==> config.mk <==
export PLATFORM = sky130hd
export DESIGN_NAME = spart_rx_fifo_flat
export DESIGN_NICKNAME = d
export VERILOG_FILES = /design/src/rtl/spart_rx_fifo_if.sv /design/src/rtl/spart_rx_fifo.sv /design/src/flat_wrapper.sv
export SDC_FILE = /design/constraint.sdc
export NUM_CORES = 1
export LEC_CHECK = 0
export CORE_ASPECT_RATIO = 0.5
export CORE_UTILIZATION = 43
export CTS_CLUSTER_SIZE = 25
export DETAILED_ROUTE_END_ITERATION = 6
export GPL_ROUTABILITY_DRIVEN = 0
export PLACE_DENSITY_LB_ADDON = 0.3
export SLEW_MARGIN = 40
export SYNTH_ARGS = -nofsm -noshare
export SYNTH_HDL_FRONTEND = slang
export SYNTH_SLANG_ARGS = --single-unit
==> constraint.sdc <==
create_clock -name clk -period 2.6 [get_ports clk]
set_input_delay 0.39 -clock clk [delete_from_list [all_inputs] [get_ports clk]]
set_output_delay 0.39 -clock clk [all_outputs]
set_load 0.02 [all_outputs]
==> src/rtl/spart_rx_fifo_if.sv <==
`default_nettype none
// ============================================================================
//  Module      : spart_rx_fifo_if
//  Description : Interface bundle for the SPART receive FIFO. Carries the
//                receiver push strobe/byte/tag, the bus-side pop and
//                overrun-clear strobes, and the FWFT read data plus status.
//                slave  : FIFO side (consumes pushes/pops, drives status)
//                master : receiver/bus side (drives strobes, reads status)
//  Revision    : 1.0 - initial release
// ============================================================================
interface spart_rx_fifo_if #(
    parameter int AW = 4
);
    logic          rx_valid;
    logic [7:0]    rx_data;
    logic          rx_ferr;
    logic          rd_en;
    logic          clr_ovr;
    logic [7:0]    rd_data;
    logic          rd_ferr;
    logic          rda;
    logic          full;
    logic          almost_full;
    logic [AW:0]   level;
    logic          overrun;

    modport slave (
        input  rx_valid, rx_data, rx_ferr, rd_en, clr_ovr,
        output rd_data, rd_ferr, rda, full, almost_full, level, overrun
    );

    modport master (
        output rx_valid, rx_data, rx_ferr, rd_en, clr_ovr,
        input  rd_data, rd_ferr, rda, full, almost_full, level, overrun
    );
endinterface
`default_nettype wire

==> src/rtl/spart_rx_fifo.sv <==
`default_nettype none
// ============================================================================
//  Module      : spart_rx_fifo
//  Description : Receive-side FIFO between the SPART receive shift register
//                and the polled bus interface. Stores {ferr, data} per byte,
//                presents the head entry first-word-fall-through from a
//                register, and keeps level, rda/full/almost_full flags and a
//                sticky overrun indication.
//  Ports       : clk   - system clock
//                rst   - synchronous reset, active-high
//                rx_if - spart_rx_fifo_if.slave (push/pop/clear in,
//                        rd_data/rd_ferr/rda/full/almost_full/level/overrun out)
//  Revision    : 1.0 - initial release
// ============================================================================
module spart_rx_fifo #(
    parameter int DEPTH    = 16,
    parameter int AW       = 4,
    parameter int AF_LEVEL = 12
) (
    input  wire logic          clk,
    input  wire logic          rst,
    spart_rx_fifo_if.slave     rx_if
);

    localparam logic [AW:0]   c_DEPTH   = (AW+1)'(DEPTH);
    localparam logic [AW:0]   c_AF      = (AW+1)'(AF_LEVEL);
    localparam logic [AW:0]   c_LVL_ONE = (AW+1)'(1);
    localparam logic [AW-1:0] c_PTR_ONE = AW'(1);

    // Storage: {ferr, data}; never reset
    logic [8:0]    r_mem [DEPTH];

    logic [AW-1:0] r_wr_ptr;
    logic [AW-1:0] r_rd_ptr;
    logic [AW:0]   r_level;
    logic          r_rda;
    logic          r_full;
    logic          r_af;
    logic          r_ovr;
    logic [8:0]    r_head;

    logic          w_pop;
    logic          w_push;
    logic          w_drop;
    logic          w_bypass;
    logic [AW-1:0] w_rd_ptr_nxt;
    logic [AW:0]   w_level_nxt;

    always_comb begin
        // A pop on an empty FIFO is ignored, so a simultaneous push into an
        // empty FIFO is a plain push.
        w_pop  = rx_if.rd_en && r_rda;
        // At full, a same-cycle pop frees the slot being written.
        w_push = rx_if.rx_valid && (!r_full || w_pop);
        w_drop = rx_if.rx_valid && r_full && !w_pop;

        w_rd_ptr_nxt = w_pop ? (r_rd_ptr + c_PTR_ONE) : r_rd_ptr;

        w_level_nxt = r_level;
        if (w_push && !w_pop) begin
            w_level_nxt = r_level + c_LVL_ONE;
        end else if (w_pop && !w_push) begin
            w_level_nxt = r_level - c_LVL_ONE;
        end

        // The next head slot is the one being written this cycle, so the
        // memory still holds stale contents there: forward the incoming byte.
        w_bypass = w_push && (r_wr_ptr == w_rd_ptr_nxt);
    end

    always_ff @(posedge clk) begin
        if (!rst && w_push) begin
            r_mem[r_wr_ptr] <= {rx_if.rx_ferr, rx_if.rx_data};
        end
    end

    always_ff @(posedge clk) begin
        if (rst) begin
            r_wr_ptr <= '0;
            r_rd_ptr <= '0;
            r_level  <= '0;
            r_rda    <= 1'b0;
            r_full   <= 1'b0;
            r_af     <= 1'b0;
            r_ovr    <= 1'b0;
            r_head   <= 9'h000;
        end else begin
            if (w_push) begin
                r_wr_ptr <= r_wr_ptr + c_PTR_ONE;
            end
            r_rd_ptr <= w_rd_ptr_nxt;
            r_level  <= w_level_nxt;
            // Flags derive from the next level so they track level exactly.
            r_rda    <= (w_level_nxt != '0);
            r_full   <= (w_level_nxt == c_DEPTH);
            r_af     <= (w_level_nxt >= c_AF);
            r_head   <= w_bypass ? {rx_if.rx_ferr, rx_if.rx_data}
                                 : r_mem[w_rd_ptr_nxt];
            // Set wins over clear.
            if (w_drop) begin
                r_ovr <= 1'b1;
            end else if (rx_if.clr_ovr) begin
                r_ovr <= 1'b0;
            end
        end
    end

    assign rx_if.rd_data     = r_head[7:0];
    assign rx_if.rd_ferr     = r_head[8];
    assign rx_if.rda         = r_rda;
    assign rx_if.full        = r_full;
    assign rx_if.almost_full = r_af;
    assign rx_if.level       = r_level;
    assign rx_if.overrun     = r_ovr;

endmodule
`default_nettype wire

==> src/flat_wrapper.sv <==
// flat-port wrapper written by rule: the top's interface ports become plain ports
module spart_rx_fifo_flat 
#(
    parameter int DEPTH    = 16,
    parameter int AW       = 4,
    parameter int AF_LEVEL = 12
)
  (clk, rst, rx_if_rx_valid, rx_if_rx_data, rx_if_rx_ferr, rx_if_rd_en, rx_if_clr_ovr, rx_if_rd_data, rx_if_rd_ferr, rx_if_rda, rx_if_full, rx_if_almost_full, rx_if_level, rx_if_overrun);
  spart_rx_fifo_if #(.AW(AW)) rx_if_i ();
  input  wire logic clk;
  input  wire logic rst;
  input wire logic [$bits(rx_if_i.rx_valid)-1:0] rx_if_rx_valid;
  input wire logic [$bits(rx_if_i.rx_data)-1:0] rx_if_rx_data;
  input wire logic [$bits(rx_if_i.rx_ferr)-1:0] rx_if_rx_ferr;
  input wire logic [$bits(rx_if_i.rd_en)-1:0] rx_if_rd_en;
  input wire logic [$bits(rx_if_i.clr_ovr)-1:0] rx_if_clr_ovr;
  output wire logic [$bits(rx_if_i.rd_data)-1:0] rx_if_rd_data;
  output wire logic [$bits(rx_if_i.rd_ferr)-1:0] rx_if_rd_ferr;
  output wire logic [$bits(rx_if_i.rda)-1:0] rx_if_rda;
  output wire logic [$bits(rx_if_i.full)-1:0] rx_if_full;
  output wire logic [$bits(rx_if_i.almost_full)-1:0] rx_if_almost_full;
  output wire logic [$bits(rx_if_i.level)-1:0] rx_if_level;
  output wire logic [$bits(rx_if_i.overrun)-1:0] rx_if_overrun;
  assign rx_if_i.rx_valid = rx_if_rx_valid;
  assign rx_if_i.rx_data = rx_if_rx_data;
  assign rx_if_i.rx_ferr = rx_if_rx_ferr;
  assign rx_if_i.rd_en = rx_if_rd_en;
  assign rx_if_i.clr_ovr = rx_if_clr_ovr;
  assign rx_if_rd_data = rx_if_i.rd_data;
  assign rx_if_rd_ferr = rx_if_i.rd_ferr;
  assign rx_if_rda = rx_if_i.rda;
  assign rx_if_full = rx_if_i.full;
  assign rx_if_almost_full = rx_if_i.almost_full;
  assign rx_if_level = rx_if_i.level;
  assign rx_if_overrun = rx_if_i.overrun;
  spart_rx_fifo #(.DEPTH(DEPTH), .AW(AW), .AF_LEVEL(AF_LEVEL)) u_core (.clk(clk), .rst(rst), .rx_if(rx_if_i));
endmodule
==> impl_metrics.sql <==
INSERT INTO impl_metrics (metric_group, metric, value, unit) VALUES
('status', 'outcome', 'complete, no violations', ''),
('logic_synthesis', 'synth_largest_area_cell', 'sky130_fd_sc_hd__edfxtp_1', ''),
('cts', 'htreeDepth', '4', ''),
('detailed_routing', 'detail_route.first_pass.iterations', '5', ''),
('grt', 'first_global_vias', '4455', ''),
('grt', 'globalRouteTotalUtil', '0.205', ''),
('flow_run', 'timing.max_cap.violations', '0', ''),
('grt', 'antenna_found_initial', '0', ''),
('min_path', 'hold_path_startpoint', 'u_core.rx_if.overrun', ''),
('setup_path', 'setup.worst_path.start_class', 'flip-flop', ''),
('setup_path', 'crit_path_end_kind', 'flip-flop', ''),
('timing', 'worst_slew_margin_rel', '0.539', ''),
('setup_path', 'critical_path_peak_fanout', '6', ''),
('setup_path', 'critPathArrivalTime', '2630', 'ps'),
('floorplan', 'num_io_pins', '32', ''),
('setup_path', 'worstSetupPathType', 'reg2reg', ''),
('logic_synthesis', 'synthMostInstantiatedCell', 'sky130_fd_sc_hd__edfxtp_1', ''),
('final_layout', 'diodes', '0', ''),
('timing', 'maxClockFrequency', '0.433', 'GHz'),
('logic_synthesis', 'synth_ff_type', 'sky130_fd_sc_hd__edfxtp_1', ''),
('grt', 'grt_start_max_net_pins', '37', ''),
('cts', 'path_clk_slew', '70', 'ps'),
('logic_synthesis', 'synth_cell_types', '57', ''),
('setup_path', 'r2r.worst_path.cells', '8', ''),
('logic_synthesis', 'syn-mean-instance-area', '13.0', 'um2'),
('setup_path', 'cp_data_required_time', '2920', 'ps'),
('grt', 'globalRoute.totalOverflow', '0', ''),
('cts', 'cts_buffers', '17', ''),
('pwr', 'totalPowerFinal', '6.87', 'mW'),
('timing', 'drv_slew', '0', ''),
('final_layout', 'design.final.nets', '630', ''),
('final_layout', 'final_util', '0.534', ''),
('timing', 'finalHoldViolCount', '0', ''),
('logic_synthesis', 'ys_warn_count', '0', ''),
('timing', 'post-route-period-util', '0.888', ''),
('setup_path', 'crit_chain', 'ha_1 > xor2_1 > o32a_1 > buf_4 > a211oi_1 > a31oi_1 > o2111ai_1 > a311oi_1', ''),
('setup_path', 'critical_path.top_delay_family', 'compound AO/OA/AOI/OAI gates', ''),
('setup_path', 'r2r_start', 'u_core.r_rd_ptr[1]', ''),
('setup_path', 'critical_path.n_buffers_inverters', '1', ''),
('pwr', 'power.ir.vdd_worst', '0.000518', 'V'),
('placement', 'detailed_placer_s_ending_hpwl', '10400', 'um'),
('logic_synthesis', 'async_flop_share', '0', ''),
('cts', 'cts_tree', 'yes', ''),
('detailed_routing', 'route.vias.total', '4552', ''),
('timing', 'final.setup_skew', '14.3', 'ps'),
('floorplan', 'starting_density', '0.451', ''),
('cts', 'worst_skew_pair.late_latency', '430', 'ps'),
('logic_synthesis', 'ys_top_cells_by_count', 'sky130_fd_sc_hd__edfxtp_1 (144), sky130_fd_sc_hd__nand2_1 (88), sky130_fd_sc_hd__nor2_1 (60), sky130_fd_sc_hd__a21oi_1 (35)', ''),
('floorplan', 'die_width', '184', 'um'),
('floorplan', 'die_y', '93.1', 'um'),
('detailed_routing', 'dr.first_iter.drc_count', '423', ''),
('logic_synthesis', 'synth-edff-count', '144', ''),
('cts', 'clock-root-buffer', 'sky130_fd_sc_hd__clkbuf_16', ''),
('cts', 'ctsHoldBuffers', '0', ''),
('pwr', 'power_per_standard_cell_area', '814', 'mW/mm2'),
('setup_path', 'critical_path.max_stage_delay', '460', 'ps'),
('cts', 'post_cts_buffers', '0', ''),
('logic_synthesis', 'syn_nets', '568', ''),
('logic_synthesis', 'synth.top_cell.area_share', '0.606', ''),
('floorplan', 'floorplan.core_area', '0.0158', 'mm2'),
('min_path', 'timing.hold.worst_path_depth', '2', ''),
('detailed_routing', 'ant_nets', '0', ''),
('timing', 'slew_of_the_pin_with_the_lowest_slew_margin', '689', 'ps'),
('detailed_routing', 'routedWlPerCell', '19.4', 'um'),
('grt', 'grt_pass1_wl', '25500', 'um'),
('floorplan', 'row_count', '32', ''),
('logic_synthesis', 'synth_sequential_area_ratio', '0.679', ''),
('cts', 'cells_resized_by_post_cts_repair', '0', ''),
('placement', 'port_buffers', '31', ''),
('final_layout', 'share_of_final_layout_standard_cells_stronger_than_drive_strength_1', '0.143', ''),
('logic_synthesis', 'netlist_instances', '547', '');
[power breakdown]
part	total, mW	leakage (nW)	switching (mW)	internal [mW]
Clock	2.28	0.256	1.06	1.22
Sequential	3.13	1.51	0.0812	3.05
Combinational	1.47	1.18	0.870	0.599
Total	6.87	2.95	2.01	4.86
[final timing paths]
path,endpoint,slack [ps]
hold / removal,u_core.rx_if.overrun,500
setup reg to reg,u_core.r_head[2],290
setup / recovery,u_core.r_head[2],290
hold reg to reg,u_core.rx_if.overrun,500
[metal layers]
metal  up-vias  wire (um)  global-route usage
met5         -          0                   0
met4         0        110              0.0535
met3        12       1050              0.0491
met2       145       7400               0.319
met1      2237       7760               0.289
li1       2158          -                   -
[registers in the layout, indices dropped and copies added (netlist names), 4 cells and up]
name                count
u_core.rx_if.level      5
u_core.r_mem          144
u_core.r_rd_ptr         4
u_core.r_wr_ptr         4
u_core.r_head           9
[through the flow]
stage | instance area [um2] | setup WS, ps | setup TNS (ps) | hold slack [ps]
final | 8440 | 291 | 0 | 501
after global routing | 8440 | 174 | 0 | 557
after CTS | 8430 | 368 | 0 | 505
after detailed placement | 7910 | -2.87 | -2.87 | 488
after global placement | 7910 | 32.9 | 0 | 487
after floorplan | 7140 | 210 | 0 | 489
[kinds of logic (layout without fill, tap and decap cells)]
family,count (synthesis),count (layout),synth area share
and+or+nand+nor,195,195,0.127
DFF,170,170,0.679
xor gates and xnor gates,16,16,0.0254
AOI/OAI and AO/OA,114,114,0.111
buffers and inverters,39,114,0.0366
adders and majority gates,7,7,0.0123
muxes,6,6,0.00877
[cells in the final DEF, fill, tap and decap left out, types with 8 or more instances in the layout]
master,synthesis,layout
sky130_fd_sc_hd__edfxtp_1,144,144
sky130_fd_sc_hd__nand2_1,88,88
sky130_fd_sc_hd__nor2_1,60,60
sky130_fd_sc_hd__buf_4,7,37
sky130_fd_sc_hd__a21oi_1,35,35
sky130_fd_sc_hd__clkdlybuf4s50_1,0,31
sky130_fd_sc_hd__a31oi_1,26,26
sky130_fd_sc_hd__dfxtp_1,26,26
sky130_fd_sc_hd__clkbuf_16,0,17
sky130_fd_sc_hd__and3_1,10,10
sky130_fd_sc_hd__nand3b_1,9,9
sky130_fd_sc_hd__a211oi_1,9,9
sky130_fd_sc_hd__a22oi_1,9,9
sky130_fd_sc_hd__xnor2_1,8,8
sky130_fd_sc_hd__o2111ai_1,8,8
sky130_fd_sc_hd__a311oi_1,8,8
[final cells by class]
cell class	instances	area, um2
multi-input combinational	338	2040
inverter	7	26.3
clock buffer	17	425
clock inverter	15	104
timing repair buffer	75	728
fill	1310	7370
tap	221	277
sequential	170	4840
[tightest hold or removal path: cells and delay by family, from the launching register on]
kind	cells	cell delay, ps
AOI/OAI and AO/OA	1	60
and+or+nand+nor	1	70
DFF	1	330
Power figures use the tool's default switching activity.
